File: src/rtl/store_coalesce_buffer_pkg.sv
// rtl/store_coalesce_buffer_pkg.sv - shared constants, size encodings and mask helpers for the store buffer
package store_coalesce_buffer_pkg;

  localparam int CHUNK_BYTES = 16;
  localparam int CHUNK_OFF_W = 4;
  localparam int CHUNK_W     = CHUNK_BYTES * 8;
  localparam int ST_DATA_W   = 64;

  typedef enum logic [1:0] {
    SIZE_8BIT  = 2'b00,
    SIZE_16BIT = 2'b01,
    SIZE_32BIT = 2'b10,
    SIZE_64BIT = 2'b11
  } st_size_e;

  // Byte-enable pattern of a store sitting at chunk offset 0
  function automatic logic [CHUNK_BYTES-1:0] size_base_mask(input st_size_e size);
    logic [CHUNK_BYTES-1:0] mask;
    case (size)
      SIZE_8BIT:  mask = 16'h0001;
      SIZE_16BIT: mask = 16'h0003;
      SIZE_32BIT: mask = 16'h000F;
      default:    mask = 16'h00FF;
    endcase
    return mask;
  endfunction

  // Widen a per-byte enable into a per-bit mask over the whole chunk
  function automatic logic [CHUNK_W-1:0] expand_bsel(input logic [CHUNK_BYTES-1:0] bsel);
    logic [CHUNK_W-1:0] mask;
    for (int i = 0; i < CHUNK_BYTES; i++) begin
      mask[i*8 +: 8] = {8{bsel[i]}};
    end
    return mask;
  endfunction

endpackage

File: src/rtl/store_coalesce_buffer_if.sv
// rtl/store_coalesce_buffer_if.sv - LSU store port, data-array write port and load-check signals
interface store_coalesce_buffer_if
  import store_coalesce_buffer_pkg::*;
#(
  parameter int PADDR_W = 56
);

  logic                   st_valid;
  logic                   st_ready;
  logic [PADDR_W-1:0]     st_addr;
  logic [ST_DATA_W-1:0]   st_data;
  logic [1:0]             st_size;
  logic                   st_err;

  logic                   wr_valid;
  logic                   wr_ready;
  logic [PADDR_W-1:0]     wr_addr;
  logic [CHUNK_W-1:0]     wr_data;
  logic [CHUNK_BYTES-1:0] wr_bsel;

  logic [PADDR_W-1:0]     ld_addr;
  logic                   ld_conflict;
  logic                   empty;

  // Environment side: LSU plus data array
  modport master (
    output st_valid, st_addr, st_data, st_size, wr_ready, ld_addr,
    input  st_ready, st_err, wr_valid, wr_addr, wr_data, wr_bsel, ld_conflict, empty
  );

  // Buffer side
  modport slave (
    input  st_valid, st_addr, st_data, st_size, wr_ready, ld_addr,
    output st_ready, st_err, wr_valid, wr_addr, wr_data, wr_bsel, ld_conflict, empty
  );

endinterface

File: src/rtl/store_coalesce_buffer_chunk_align.sv
// rtl/store_coalesce_buffer_chunk_align.sv - places a store into its 128-bit chunk and flags misalignment
module store_chunk_align
  import store_coalesce_buffer_pkg::*;
(
  input  logic [CHUNK_OFF_W-1:0] offset,
  input  logic [ST_DATA_W-1:0]   st_data,
  input  st_size_e               st_size,
  output logic [CHUNK_W-1:0]     data,
  output logic [CHUNK_BYTES-1:0] bsel,
  output logic                   misaligned
);

  // Shift the LSB-justified bytes to their offset; naturally aligned sizes only
  always_comb begin
    data       = {{(CHUNK_W - ST_DATA_W){1'b0}}, st_data} << {offset, 3'b000};
    bsel       = size_base_mask(st_size) << offset;
    misaligned = 1'b0;
    case (st_size)
      SIZE_16BIT: misaligned = offset[0];
      SIZE_32BIT: misaligned = |offset[1:0];
      SIZE_64BIT: misaligned = |offset[2:0];
      default:    misaligned = 1'b0;
    endcase
  end

endmodule

File: src/rtl/store_coalesce_buffer.sv
// rtl/store_coalesce_buffer.sv - in-order coalescing store buffer in front of the L1D write port
module store_coalesce_buffer
  import store_coalesce_buffer_pkg::*;
#(
  parameter int PADDR_W = 56,
  parameter int DEPTH   = 4
) (
  input  logic                  clk,
  input  logic                  rst,
  store_coalesce_buffer_if.slave bus
);

  localparam int PTR_W   = $clog2(DEPTH);
  localparam int CNT_W   = PTR_W + 1;
  localparam int CADDR_W = PADDR_W - CHUNK_OFF_W;

  localparam logic [PTR_W-1:0] PTR_ONE  = PTR_W'(1);
  localparam logic [CNT_W-1:0] CNT_ONE  = CNT_W'(1);
  localparam logic [CNT_W-1:0] CNT_TWO  = CNT_W'(2);
  localparam logic [CNT_W-1:0] CNT_FULL = CNT_W'(DEPTH);

  logic [CADDR_W-1:0]     ent_caddr [DEPTH];
  logic [CHUNK_W-1:0]     ent_data  [DEPTH];
  logic [CHUNK_BYTES-1:0] ent_bsel  [DEPTH];
  logic [DEPTH-1:0]       ent_valid;

  logic [PTR_W-1:0]       head;
  logic [PTR_W-1:0]       tail;
  logic [PTR_W-1:0]       youngest;
  logic [CNT_W-1:0]       count;
  logic                   st_err_q;

  logic [CHUNK_W-1:0]     new_data;
  logic [CHUNK_BYTES-1:0] new_bsel;
  logic                   new_misaligned;
  logic [CHUNK_W-1:0]     merge_mask;

  logic [CADDR_W-1:0]     st_caddr;
  logic [CADDR_W-1:0]     ld_caddr;
  logic                   ld_offset_unused;
  logic                   ld_hit;

  logic                   push;
  logic                   accept;
  logic                   do_merge;
  logic                   do_alloc;
  logic                   do_pop;

  store_chunk_align u_align (
    .offset     (bus.st_addr[CHUNK_OFF_W-1:0]),
    .st_data    (bus.st_data),
    .st_size    (st_size_e'(bus.st_size)),
    .data       (new_data),
    .bsel       (new_bsel),
    .misaligned (new_misaligned)
  );

  assign st_caddr         = bus.st_addr[PADDR_W-1:CHUNK_OFF_W];
  assign ld_caddr         = bus.ld_addr[PADDR_W-1:CHUNK_OFF_W];
  assign ld_offset_unused = ^bus.ld_addr[CHUNK_OFF_W-1:0];

  // A full buffer refuses stores even if the head retires this cycle
  assign bus.st_ready = (count < CNT_FULL);
  assign bus.wr_valid = (count != '0);
  assign bus.empty    = (count == '0);
  assign bus.st_err   = st_err_q;
  assign bus.wr_addr  = {ent_caddr[head], {CHUNK_OFF_W{1'b0}}};
  assign bus.wr_data  = ent_data[head];
  assign bus.wr_bsel  = ent_bsel[head];
  assign bus.ld_conflict = ld_hit;

  // Decide this cycle's push/merge/allocate/pop; the head is never a merge target
  always_comb begin
    youngest   = tail - PTR_ONE;
    push       = bus.st_valid && bus.st_ready;
    accept     = push && !new_misaligned;
    do_merge   = accept && (count >= CNT_TWO) && (ent_caddr[youngest] == st_caddr);
    do_alloc   = accept && !do_merge;
    do_pop     = bus.wr_valid && bus.wr_ready;
    merge_mask = expand_bsel(new_bsel);
  end

  // Load check covers every live entry, including the one being presented
  always_comb begin
    ld_hit = 1'b0;
    for (int i = 0; i < DEPTH; i++) begin
      if (ent_valid[i] && (ent_caddr[i] == ld_caddr)) begin
        ld_hit = 1'b1;
      end
    end
  end

  // Pointers, occupancy and the one-cycle misalignment pulse
  always_ff @(posedge clk or posedge rst) begin
    if (rst) begin
      head     <= '0;
      tail     <= '0;
      count    <= '0;
      st_err_q <= 1'b0;
    end else begin
      st_err_q <= push && new_misaligned;
      if (do_alloc) begin
        tail <= tail + PTR_ONE;
      end
      if (do_pop) begin
        head <= head + PTR_ONE;
      end
      case ({do_alloc, do_pop})
        2'b10:   count <= count + CNT_ONE;
        2'b01:   count <= count - CNT_ONE;
        default: count <= count;
      endcase
    end
  end

  // Entry storage: allocate at tail, merge into youngest, retire at head (never the same slot)
  always_ff @(posedge clk or posedge rst) begin
    if (rst) begin
      ent_valid <= '0;
      for (int i = 0; i < DEPTH; i++) begin
        ent_caddr[i] <= '0;
        ent_data[i]  <= '0;
        ent_bsel[i]  <= '0;
      end
    end else begin
      if (do_pop) begin
        ent_valid[head] <= 1'b0;
      end
      if (do_alloc) begin
        ent_valid[tail] <= 1'b1;
        ent_caddr[tail] <= st_caddr;
        ent_data[tail]  <= new_data;
        ent_bsel[tail]  <= new_bsel;
      end
      if (do_merge) begin
        ent_data[youngest] <= (ent_data[youngest] & ~merge_mask) | (new_data & merge_mask);
        ent_bsel[youngest] <= ent_bsel[youngest] | new_bsel;
      end
    end
  end

endmodule
File: src/flat_wrapper.sv
// flat-port wrapper written by rule: the top's interface ports become plain ports
module store_coalesce_buffer_flat import store_coalesce_buffer_pkg::*;
#(
  parameter int PADDR_W = 56,
  parameter int DEPTH   = 4
)
  (clk, rst, bus_st_valid, bus_st_addr, bus_st_data, bus_st_size, bus_wr_ready, bus_ld_addr, bus_st_ready, bus_st_err, bus_wr_valid, bus_wr_addr, bus_wr_data, bus_wr_bsel, bus_ld_conflict, bus_empty);
  store_coalesce_buffer_if #(.PADDR_W(PADDR_W)) bus_i ();
  input  logic clk;
  input  logic rst;
  input wire logic [$bits(bus_i.st_valid)-1:0] bus_st_valid;
  input wire logic [$bits(bus_i.st_addr)-1:0] bus_st_addr;
  input wire logic [$bits(bus_i.st_data)-1:0] bus_st_data;
  input wire logic [$bits(bus_i.st_size)-1:0] bus_st_size;
  input wire logic [$bits(bus_i.wr_ready)-1:0] bus_wr_ready;
  input wire logic [$bits(bus_i.ld_addr)-1:0] bus_ld_addr;
  output wire logic [$bits(bus_i.st_ready)-1:0] bus_st_ready;
  output wire logic [$bits(bus_i.st_err)-1:0] bus_st_err;
  output wire logic [$bits(bus_i.wr_valid)-1:0] bus_wr_valid;
  output wire logic [$bits(bus_i.wr_addr)-1:0] bus_wr_addr;
  output wire logic [$bits(bus_i.wr_data)-1:0] bus_wr_data;
  output wire logic [$bits(bus_i.wr_bsel)-1:0] bus_wr_bsel;
  output wire logic [$bits(bus_i.ld_conflict)-1:0] bus_ld_conflict;
  output wire logic [$bits(bus_i.empty)-1:0] bus_empty;
  assign bus_i.st_valid = bus_st_valid;
  assign bus_i.st_addr = bus_st_addr;
  assign bus_i.st_data = bus_st_data;
  assign bus_i.st_size = bus_st_size;
  assign bus_i.wr_ready = bus_wr_ready;
  assign bus_i.ld_addr = bus_ld_addr;
  assign bus_st_ready = bus_i.st_ready;
  assign bus_st_err = bus_i.st_err;
  assign bus_wr_valid = bus_i.wr_valid;
  assign bus_wr_addr = bus_i.wr_addr;
  assign bus_wr_data = bus_i.wr_data;
  assign bus_wr_bsel = bus_i.wr_bsel;
  assign bus_ld_conflict = bus_i.ld_conflict;
  assign bus_empty = bus_i.empty;
  store_coalesce_buffer #(.PADDR_W(PADDR_W), .DEPTH(DEPTH)) u_core (.clk(clk), .rst(rst), .bus(bus_i));
endmodule
File: config.mk
export PLATFORM = sky130hd
export DESIGN_NAME = store_coalesce_buffer_flat
export DESIGN_NICKNAME = d
export VERILOG_FILES = /design/src/rtl/store_coalesce_buffer_pkg.sv /design/src/rtl/store_coalesce_buffer_if.sv /design/src/rtl/store_coalesce_buffer_chunk_align.sv /design/src/rtl/store_coalesce_buffer.sv /design/src/flat_wrapper.sv
export SDC_FILE = /design/constraint.sdc
export NUM_CORES = 2
export LEC_CHECK = 0
export BUFFER_PORTS_ARGS = -buffer_cell sky130_fd_sc_hd__buf_2
export CAP_MARGIN = 20
export CORE_MARGIN = 5
export CORE_UTILIZATION = 60
export CTS_CLUSTER_SIZE = 12
export DETAILED_ROUTE_END_ITERATION = 6
export GPL_ROUTABILITY_DRIVEN = 0
export PLACE_DENSITY = 0.79
export SLEW_MARGIN = 20
export SYNTH_ARGS = -nofsm -noshare
export SYNTH_HDL_FRONTEND = slang
export SYNTH_HIERARCHICAL = 1
export SYNTH_SLANG_ARGS = --single-unit
File: constraint.sdc
create_clock -name clk -period 29.6 [get_ports clk]
set_input_delay 0 -clock clk [delete_from_list [all_inputs] [get_ports clk]]
set_output_delay 0 -clock clk [all_outputs]
set_load 0.02 [all_outputs]
==> results by group <==
Yosys
  • Synth Area in Adders: 0.270%
  • Synth warnings: 6
  • Async set or reset register ratio after synthesis: 100%
  • Netlist cell types: 74
  • Top_reg_cell synth: dfrtp_1
  • Post-synth top area share: roughly 38%
  • Area leader, netlist: dfrtp_1
  • Xor and xnor area share after synthesis: 3.75%
  • Post-Synthesis Cells: approximately 4300
  • Synth Area in Compound Gates: between 10% and 20%
  • Synthesized flop and latch total: 796
  • Synth area leaders: dfrtp_1 (38%), mux4_2 (16%), mux2i_1 (12%)
  • Post-synthesis sequential area ratio: 37.7%
  • Largest family of logic cells by synthesized area: multiplexers
  • Post-Synth Simple-Gate Area: 5.63%
  • Mapped Area: 0.0528 mm2
  • Post-synth EDFFs: 0
  • Syn avg cell area: about 12 um2
  • Post-synthesis mux area share: 33.2%

Clock network
  • Root buffer cell: clkbuf_16
  • TritonCTS Buffers: 87
  • Hold buffer count at cts: 70
  • Clk sinks: 796
  • Post-CTS setup buffer count: 0
  • Worst skew pair latency: 0.68 ns
  • CTS HTree Levels: 3
  • Bufs on Longest Clock Path: 3
  • Clk slew on worst S/H paths: around 0.06 ns
  • TritonCTS clock tree: done
  • # resized after CTS: 0

Global routing
  • Number of global-route vias before repair: 42700
  • Global-route wire length before repair: 284000 um
  • Total Routing Usage GR: ~40%
  • Total congestion overflow: 0
  • Largest net degree at the start of global routing: 156
  • Initial antenna violation count: 27

Drt
  • Detailed Route Iter0 Violations: 6928
  • Final WL: 192000 um
  • Top layer in use: met5
  • Drc violations: 7
  • DRT Pass-1 Iters: 7
  • Routed len/inst: 33.5 um
  • Routed vias: 43500
  • Antenna Nets Post-Route: 0
  • Metal-1 WL: 66900 um
  • Met2 routed WL: 82100 um
  • Vias per cell: ~7.6
  • Met3 WL: slightly below 30000 um

Power and ir drop
  • VDD IR max: between 0.1 and 0.15 mV
  • PD cells: 108 mW/mm2
  • P_leak: around 24 nW

STA
  • Final Hold Fails: 0
  • Max frequency: ~0.11 GHz
  • Final setup vio count: 0
  • RSZ-0062 raised after global routing: false
  • Worst-Margin Slew: 1.31 ns
  • Setup TNS: 0 ns
  • Slew Limit Fails: 0
  • Slew Limit Headroom: 12.9%
  • Final period util: 31.1%
  • Minimum clock period: 9.22 ns
  • Final Skew: 0.0395 ns

Worst setup path
  • Critical path class: reg2reg
  • WP data arrival: 9.71 ns
  • Worst-path fanout max: 104
  • Crit. End Element: flip-flop
  • Worst path required time: between 30 and 40 ns
  • Crit start category: flip-flop

Status
  • Failing checks: design-rule violations
  • Status: complete, but fails checks

Floorplanning
  • Die footprint: 0.0940 mm2
  • Chip Width: 307 um
  • Starting Density: 60.7%
  • Row cnt: 108
  • Core Area: 0.0870 mm2
  • Die Height: 307 um
  • Ports: 387

Worst hold path
  • Worst min path class: in2async

Cells and area
  • Fillcell total: 6289
  • Design Area, Final: 0.0584 mm2
  • Layout cells sized above 1: 27.2%
  • Most common cell after layout, fill and taps aside: dfrtp_1
  • Most frequent cells in the layout: dfrtp_1 (793), mux2i_1 (618), o2bb2ai_1 (568)
  • Synth-to-layout area growth: 10.6%
  • Fin nets: 4679

Run
  • Max Cap Viol: 0

Placed design
  • Dpl hpwl: 125000 um
  • PortBufs: 378
  • Area after DPL: approximately 0.055 mm2
==> kinds of logic (layout without fill, tap and decap cells) <==
logic type / after synthesis / after routing
muxes: 1242 / 1242
AOI/OAI and AO/OA: 972 / 972
DFF: 796 / 796
and+or+nand+nor: 579 / 579
buffers and inverters: 438 / 721
xor gates and xnor gates: 226 / 226
adders and majority gates: 11 / 11
other: 1 / 21
==> area by class of cell <==
type                       instances  area, um2  share of cell area [%]
tap                             1155       1450                    2.47
clock inverter                    21        193                   0.330
inverter                          43        169                   0.289
timing repair buffer             525       3230                    5.53
sequential                       796      19900                    34.1
multi-input combinational       3034      30900                    52.9
clock buffer                     132       2530                    4.33
antenna                           17       42.5                  0.0728
==> worst paths after layout <==
kind,from,cells after the start,slack (ns),to
max in group asynchronous,rst,7,25.52,u_core/ent_data[343]$_DFF_PP0_
min in group clk,bus_st_data[59],3,0.04,u_core/ent_data[371]$_DFF_PP0_
min reg2reg,u_core/count[0]$_DFFE_PP0P_,1,0.48,u_core/count[0]$_DFFE_PP0P_
max reg2reg,u_core/tail[0]$_DFFE_PP0N_,14,20.38,u_core/ent_data[21]$_DFF_PP0_
min,rst,3,0.01,u_core/ent_data[411]$_DFF_PP0_
max,u_core/tail[0]$_DFFE_PP0N_,14,20.38,u_core/ent_data[21]$_DFF_PP0_
==> cells in the mapped netlist, drive strengths merged (44+ instances only) <==
cell and count:
buf 214, nand2 74, xnor2 90, mux2 241, nor2 174, mux2i 618, dfrtp 796, clkbuf 181
mux4 383, nor2b 137, o22ai 60, a21oi 44, xor2 136, a211o 61, o21ai 47, o2bb2ai 569
o211a 61, nor4 45
==> critical path, stage by stage, from the launching register on <==
cell and delay, ns:
dfrtp_4 0.95, clkinv_1 0.70, ha_4 1.11, buf_12 0.56, mux2i_1 0.80, o22a_1 0.30
a21oi_1 0.08, a2111oi_1 1.00, nand3_1 0.23, nor3_2 0.17, buf_4 0.51, buf_4 0.92
buf_4 0.99, mux2i_1 0.31, o2bb2ai_1 0.10
==> routing by layer <==
layer	GRT usage, %	vias to the layer above
li1	-	17300
met1	52.7	21800
met2	57.6	3508
met3	14.9	801
met4	19.9	16
met5	0	-
==> flip-flops by register name, summed over array words and instances (netlist names) <==
| register | count |
|---|---|
| u_core/count | 3 |
| u_core/ent_caddr | 208 |
| u_core/tail | 2 |
| u_core/ent_bsel | 64 |
| u_core/bus.st_err | 1 |
| u_core/head | 2 |
| u_core/ent_valid | 4 |
| u_core/ent_data | 512 |
==> power breakdown <==
part           switching (mW)  internal (mW)
Sequential              0.456           1.52
Clock                   0.471          0.598
Combinational            1.80           1.47
==> through the flow <==
stage	setup slack [ns]	util [%]	std cells	hold WS, ns	power (mW)
after floorplan	7.25	-	4268	0.139	4.15
after global placement	20.81	63.1	5482	0.213	5.04
after detailed placement	20.73	63.1	5482	0.221	5.12
after CTS	20.71	67.1	5705	0.000461	6.21
after global routing	20.18	67.1	5718	0.0107	6.56
final	20.38	67.1	5723	0.00965	6.32
Power figures use the tool's default switching activity.
